**src/rtl/mips_pkg.sv**
```systemverilog
// Shared types and helpers for the MIPS datapath.
// Holds the IF/ID bundle layout and the sign-extension helper.
package mips_pkg;

    localparam int WORD_W = 32;
    localparam logic [WORD_W-1:0] NOP_INSTR = 32'h0;

    typedef struct packed {
        logic [WORD_W-1:0] instr;
        logic [WORD_W-1:0] pc_plus1;
        logic              valid;
    } if_id_t;

    function automatic logic [WORD_W-1:0] sext16to32(input logic [15:0] v);
        return {{16{v[15]}}, v};
    endfunction

endpackage

```
**src/rtl/fetch_pc_unit_if.sv**
```systemverilog
// Fetch-side bus: redirect controls, imem data and IF/ID outputs.
// slave = fetch unit, master = hazard/ID/imem side.
interface fetch_pc_unit_if;
    import mips_pkg::*;

    logic              stall;
    logic              branch_taken;
    logic [15:0]       branch_offset;
    logic              jump;
    logic [25:0]       jump_target;
    logic [WORD_W-1:0] instruction_in;
    logic [WORD_W-1:0] program_counter;
    logic [WORD_W-1:0] ifid_instruction;
    logic [WORD_W-1:0] ifid_pc_plus1;
    logic              ifid_valid;
    logic              done;

    modport slave (
        input  stall, branch_taken, branch_offset,
        input  jump, jump_target, instruction_in,
        output program_counter, ifid_instruction,
        output ifid_pc_plus1, ifid_valid, done
    );

    modport master (
        output stall, branch_taken, branch_offset,
        output jump, jump_target, instruction_in,
        input  program_counter, ifid_instruction,
        input  ifid_pc_plus1, ifid_valid, done
    );

endinterface

```
**src/rtl/fetch_pc_unit_next_pc.sv**
```systemverilog
// Next-PC priority mux: jump > branch > stall > advance.
// Redirects only count when IF/ID holds a real instruction.
module next_pc_select
    import mips_pkg::*;
#(
    parameter logic [WORD_W-1:0] INSTR_COUNT = 32'd3
) (
    input  logic [WORD_W-1:0] pc_i,
    input  logic [WORD_W-1:0] ifid_pc_plus1_i,
    input  logic              ifid_valid_i,
    input  logic              stall_i,
    input  logic              branch_taken_i,
    input  logic [15:0]       branch_offset_i,
    input  logic              jump_i,
    input  logic [25:0]       jump_target_i,
    output logic [WORD_W-1:0] pc_d_o,
    output logic              pc_load_o,
    output logic              flush_o,
    output logic              load_ifid_o
);

    logic do_jump;
    logic do_branch;
    logic in_range;

    assign do_jump   = jump_i & ifid_valid_i;
    assign do_branch = branch_taken_i & ifid_valid_i;
    assign in_range  = pc_i < INSTR_COUNT;

    // Select the single action for this cycle in priority order.
    always_comb begin
        pc_d_o      = pc_i;
        pc_load_o   = 1'b0;
        flush_o     = 1'b0;
        load_ifid_o = 1'b0;
        priority case (1'b1)
            do_jump: begin
                pc_d_o    = {ifid_pc_plus1_i[31:26], jump_target_i};
                pc_load_o = 1'b1;
                flush_o   = 1'b1;
            end
            do_branch: begin
                pc_d_o    = ifid_pc_plus1_i + sext16to32(branch_offset_i);
                pc_load_o = 1'b1;
                flush_o   = 1'b1;
            end
            stall_i: begin
                pc_d_o = pc_i;
            end
            in_range: begin
                pc_d_o      = pc_i + 32'd1;
                pc_load_o   = 1'b1;
                load_ifid_o = 1'b1;
            end
            default: begin
                flush_o = 1'b1;
            end
        endcase
    end

endmodule

```
**src/rtl/fetch_pc_unit.sv**
```systemverilog
// PC register and IF/ID pipeline register of the MIPS fetch stage.
// Next-state selection lives in next_pc_select.
module fetch_pc_unit
    import mips_pkg::*;
#(
    parameter logic [WORD_W-1:0] RESET_PC    = 32'd0,
    parameter logic [WORD_W-1:0] INSTR_COUNT = 32'd3
) (
    input  logic          clk,
    input  logic          reset,
    fetch_pc_unit_if.slave bus
);

    logic [WORD_W-1:0] pc_q;
    logic [WORD_W-1:0] pc_d;
    if_id_t            ifid_q;
    logic              done_q;
    logic              pc_load;
    logic              flush;
    logic              load_ifid;

    next_pc_select #(
        .INSTR_COUNT(INSTR_COUNT)
    ) u_next_pc (
        .pc_i            (pc_q),
        .ifid_pc_plus1_i (ifid_q.pc_plus1),
        .ifid_valid_i    (ifid_q.valid),
        .stall_i         (bus.stall),
        .branch_taken_i  (bus.branch_taken),
        .branch_offset_i (bus.branch_offset),
        .jump_i          (bus.jump),
        .jump_target_i   (bus.jump_target),
        .pc_d_o          (pc_d),
        .pc_load_o       (pc_load),
        .flush_o         (flush),
        .load_ifid_o     (load_ifid)
    );

    // PC and done flag; done tracks every PC load.
    always_ff @(posedge clk) begin
        if (reset) begin
            pc_q   <= RESET_PC;
            done_q <= RESET_PC >= INSTR_COUNT;
        end else if (pc_load) begin
            pc_q   <= pc_d;
            done_q <= pc_d >= INSTR_COUNT;
        end
    end

    // IF/ID register: flush to NOP, capture fetch, or hold.
    always_ff @(posedge clk) begin
        if (reset) begin
            ifid_q <= '{instr: NOP_INSTR, pc_plus1: '0, valid: 1'b0};
        end else if (flush) begin
            ifid_q <= '{instr: NOP_INSTR, pc_plus1: '0, valid: 1'b0};
        end else if (load_ifid) begin
            ifid_q <= '{instr: bus.instruction_in, pc_plus1: pc_d, valid: 1'b1};
        end
    end

    assign bus.program_counter  = pc_q;
    assign bus.ifid_instruction = ifid_q.instr;
    assign bus.ifid_pc_plus1    = ifid_q.pc_plus1;
    assign bus.ifid_valid       = ifid_q.valid;
    assign bus.done             = done_q;

endmodule

```
**src/flat_wrapper.sv**
```systemverilog
// flat-port wrapper written by rule: the top's interface ports become plain ports
module fetch_pc_unit_flat import mips_pkg::*;
#(
    parameter logic [WORD_W-1:0] RESET_PC    = 32'd0,
    parameter logic [WORD_W-1:0] INSTR_COUNT = 32'd3
)
  (clk, reset, bus_stall, bus_branch_taken, bus_branch_offset, bus_jump, bus_jump_target, bus_instruction_in, bus_program_counter, bus_ifid_instruction, bus_ifid_pc_plus1, bus_ifid_valid, bus_done);
  fetch_pc_unit_if bus_i ();
  input  logic clk;
  input  logic reset;
  input wire logic [$bits(bus_i.stall)-1:0] bus_stall;
  input wire logic [$bits(bus_i.branch_taken)-1:0] bus_branch_taken;
  input wire logic [$bits(bus_i.branch_offset)-1:0] bus_branch_offset;
  input wire logic [$bits(bus_i.jump)-1:0] bus_jump;
  input wire logic [$bits(bus_i.jump_target)-1:0] bus_jump_target;
  input wire logic [$bits(bus_i.instruction_in)-1:0] bus_instruction_in;
  output wire logic [$bits(bus_i.program_counter)-1:0] bus_program_counter;
  output wire logic [$bits(bus_i.ifid_instruction)-1:0] bus_ifid_instruction;
  output wire logic [$bits(bus_i.ifid_pc_plus1)-1:0] bus_ifid_pc_plus1;
  output wire logic [$bits(bus_i.ifid_valid)-1:0] bus_ifid_valid;
  output wire logic [$bits(bus_i.done)-1:0] bus_done;
  assign bus_i.stall = bus_stall;
  assign bus_i.branch_taken = bus_branch_taken;
  assign bus_i.branch_offset = bus_branch_offset;
  assign bus_i.jump = bus_jump;
  assign bus_i.jump_target = bus_jump_target;
  assign bus_i.instruction_in = bus_instruction_in;
  assign bus_program_counter = bus_i.program_counter;
  assign bus_ifid_instruction = bus_i.ifid_instruction;
  assign bus_ifid_pc_plus1 = bus_i.ifid_pc_plus1;
  assign bus_ifid_valid = bus_i.ifid_valid;
  assign bus_done = bus_i.done;
  fetch_pc_unit #(.RESET_PC(RESET_PC), .INSTR_COUNT(INSTR_COUNT)) u_core (.clk(clk), .reset(reset), .bus(bus_i));
endmodule
```
**config.mk**
```make
export PLATFORM = sky130hd
export DESIGN_NAME = fetch_pc_unit_flat
export DESIGN_NICKNAME = d
export VERILOG_FILES = /design/src/rtl/mips_pkg.sv /design/src/rtl/fetch_pc_unit_if.sv /design/src/rtl/fetch_pc_unit_next_pc.sv /design/src/rtl/fetch_pc_unit.sv /design/src/flat_wrapper.sv
export SDC_FILE = /design/constraint.sdc
export NUM_CORES = 1
export LEC_CHECK = 0
export BUFFER_PORTS_ARGS = -buffer_cell sky130_fd_sc_hd__buf_4
export CAP_MARGIN = 10
export CORE_MARGIN = 2
export CORE_UTILIZATION = 25
export DETAILED_ROUTE_END_ITERATION = 10
export GPL_TIMING_DRIVEN = 1
export PLACE_DENSITY = 0.45
export SLEW_MARGIN = 10
export SYNTH_ARGS = -nofsm -noshare
export SYNTH_HDL_FRONTEND = slang
export SYNTH_SLANG_ARGS = --single-unit
```
**constraint.sdc**
```tcl
create_clock -name clk -period 4.15 [get_ports clk]
set_clock_uncertainty 0.1 [all_clocks]
set_input_delay 0.2075 -clock clk [delete_from_list [all_inputs] [get_ports clk]]
set_output_delay 0.2075 -clock clk [all_outputs]
set_load 0.05 [all_outputs]
```
==> flow_summary.ini <==
[clock_network]
clock_latency_ns = 0.36
cts_sinks = 98
cts_root_buffer = clkbuf_16
htree_levels = 3
clockBufferDepth = 2
cts_tree = yes
cts_made_buffers = 9
post-cts-setup-buffer-count = 0
clk_pin_slew_ns = 0.07

[timing]
worstMarginPinSlew_ns = 0.967
rsz0062_at_grt = no
period_share_pct = 89.3
finalSetupTns_ns = 0
maxSlewViolCount = 0
setup_viol_count_final = 0
fmax_mhz = 270
period_needed_ns = 3.71
hold_viol = 0
slew_headroom_pct = 35.3

[route]
antenna_left = 0
drt_pre_antenna_iters = 4
wire_per_inst_microns = 17.2
vias_per_cell = 4.73
drcViolationCount = 0
drtIter0Drc = 247
wl_microns = 19300
vias = 5323

[synthesis]
yosysWarnings = 0
synth_xor_area_share_pct = 3.44
muxShareOfSynthArea_pct = 0.561
synth_cells = 649
synth_top_cell_area_share_pct = 36.7
synth-simple-area-share_pct = 23.7
async_flop_share_pct = 0
synth_compound_area_share_pct = 23.5
synthTopCellsByArea = dfxtp_1 (37%), nand2_1 (7.5%), a21oi_1 (7.5%)
syn_nets = 761
synth_top_family_by_area = simple AND/OR/NAND/NOR gates
synth_seq_cells = 98
synthAdderAreaFrac_pct = 7.86
synth_enable_flop_cells = 0
avgSynthCellArea_sq_um = 8.25
synth_area_sq_um = 5350
ys_types = 74
ys_seq_area_share_pct = 36.7
yosys.area.top_type = dfxtp_1
synth_top_flop_cell = dfxtp_1

[layout]
area_growth_pct = 40.3
final_cell_mix = buf_4 (187), nand2_1 (107), dfxtp_1 (98), a21oi_1 (80), nor2_1 (51)
post-route-util_pct = 35.7
nNetsFinal = 958
diodes = 0
drive_above_1_share_pct = 26.9
finalNonFillerCells = 1126
fillers = 2217
final_common_cell = buf_4

[die]
fp.dieH_microns = 150
initial_utilization_pct = 25.5
io_pins = 177
fp-row-count = 53
die_w_microns = 150
dieArea_sq_um = 22600
coreArea_sq_um = 21000

[worst_hold_path]
hold_class = input pin to flop

[grt]
grt_max_degree = 37
grt_pass1_wl_microns = 29600
grt_use_total_pct = 17.1
antenna_found_initial = 0
grt_pass1_vias = 5192
grt_overflow = 0

[flow_run]
maxCapViolCount = 0

[placed_design]
place_hpwl_microns = 14700
io_buffers = 176
gp_congestion = 0.830
place_inst = 1077

[critical_path]
crit_required_ns = 4.28
cpPeakStageDelay_ns = 0.43
crit_fanout = 5
startpoint_type = flop
cp.arrival_ns = 3.84
crit_type = flop to flop
crit_path_cell_trace = ha_1 -> fa_1 -> a211oi_1 -> nor2_1 -> o21ai_2 -> nand2_1 -> xnor2_1 -> nor2_1 -> a221oi_1 -> nand4_1 -> nor4_2 -> nand4_1 -> nor4b_1 -> a41oi_1
slowest_stage = fa_1
endpoint_kind = flop

[power]
p_leak_nw = 3.33
powerDensity_nw_per_um2 = 332
ir_drop_uv = 176

[outcome]
status = complete, no violations
-- routing by layer --
metal / up-vias / routed length [microns] / GRT usage, %
li1: 2729 / - / -
met1: 2416 / 9180 / 24.1
met2: 163 / 8680 / 26.3
met5: - / 0 / 0
met4: 0 / 250 / 4.53
met3: 15 / 1230 / 3.73
-- sequential cells by signal, indices dropped and copies added (netlist names) --
name / count
u_core.bus.ifid_pc_plus1: 32
u_core.bus.program_counter: 32
u_core.bus.done: 1
u_core.bus.ifid_valid: 1
u_core.bus.ifid_instruction: 32
-- final timing paths --
check,start,endpoint,slack (ns),depth (start not counted)
setup / recovery,u_core.bus.ifid_pc_plus1[0],u_core.bus.done,0.44,14
hold / removal,bus_jump_target[22],u_core.bus.program_counter[22],0.02,3
hold reg to reg,u_core.bus.ifid_instruction[19],u_core.bus.ifid_instruction[19],0.35,2
setup reg to reg,u_core.bus.ifid_pc_plus1[0],u_core.bus.done,0.44,14
-- synthesized netlist by cell type (2+ instances only) --
library cell / number
buf_6: 2
nor4_1: 8
dfxtp_1: 98
and3_2: 2
inv_1: 6
clkbuf_1: 22
clkbuf_8: 5
a22o_1: 3
and2_1: 42
a211oi_1: 6
nand3_1: 9
a211o_1: 2
nand2_1: 107
nand3b_1: 2
and3_1: 4
xor2_1: 13
o31ai_1: 3
xnor2_1: 8
nor2_1: 51
a221oi_1: 3
o22ai_1: 3
a21oi_1: 80
clkbuf_2: 2
or3_4: 2
a21o_1: 15
o21ai_1: 3
o2111ai_1: 3
o21ai_2: 3
a31oi_1: 6
nor3_1: 13
o211ai_1: 7
buf_4: 2
o21ai_0: 23
mux2i_1: 3
a22oi_1: 5
o21a_1: 4
nand4_1: 11
ha_1: 32
-- final cells by class --
type                       instances  area [sq um]  share of cell area [%]
multi-input combinational        511          3160                    42.1
sequential                        98          1960                    26.1
timing repair buffer             220          1730                    23.1
tap                              275           344                    4.58
clock buffer                       9           225                    3.00
clock inverter                     7          58.8                   0.783
inverter                           6          22.5                   0.300
-- kinds of logic (layout without fill, tap and decap cells) --
| group | after synthesis | in the layout |
|---|---|---|
| adders and majority gates | 33 | 33 |
| DFF | 98 | 98 |
| xor gates and xnor gates | 21 | 21 |
| muxes | 3 | 3 |
| buffers and inverters | 40 | 242 |
| and+or+nand+nor | 263 | 263 |
| AOI/OAI and AO/OA | 191 | 191 |
-- power by group --
part | switching (mW) | internal (mW) | leakage [nW]
combinational | 0.408 | 0.228 | 2.40
sequential | 0.0381 | 0.979 | 0.793
clock | 0.420 | 0.418 | 0.139
-- worst max-delay path, delay by kind of cell (launching register included) --
| family | cells | cell delay [ns] |
|---|---|---|
| AOI/OAI and AO/OA | 4 | 1.01 |
| xor gates and xnor gates | 1 | 0.14 |
| adders and majority gates | 2 | 0.66 |
| DFF | 1 | 0.33 |
| and+or+nand+nor | 7 | 1.35 |
-- per-stage QoR --
step	setup WS [ns]	power (mW)	cell area (sq um)	hold slack, ns
after floorplan	0.687	1.42	5350	0.180
after global placement	0.494	1.66	6890	0.343
after detailed placement	0.478	1.66	6890	0.347
after CTS	0.457	2.54	7510	0.00809
after global routing	0.0744	2.62	7510	0.0279
final	0.444	2.49	7510	0.0187
-- what timing repair did --
| item | CTS | global route |
|---|---|---|
| resized for setup | 0 | 0 |
| endpoints found under the hold margin | 33 | 0 |
| hold buffers | 33 | 0 |
No activity file was read; power rests on OpenSTA's default activity.
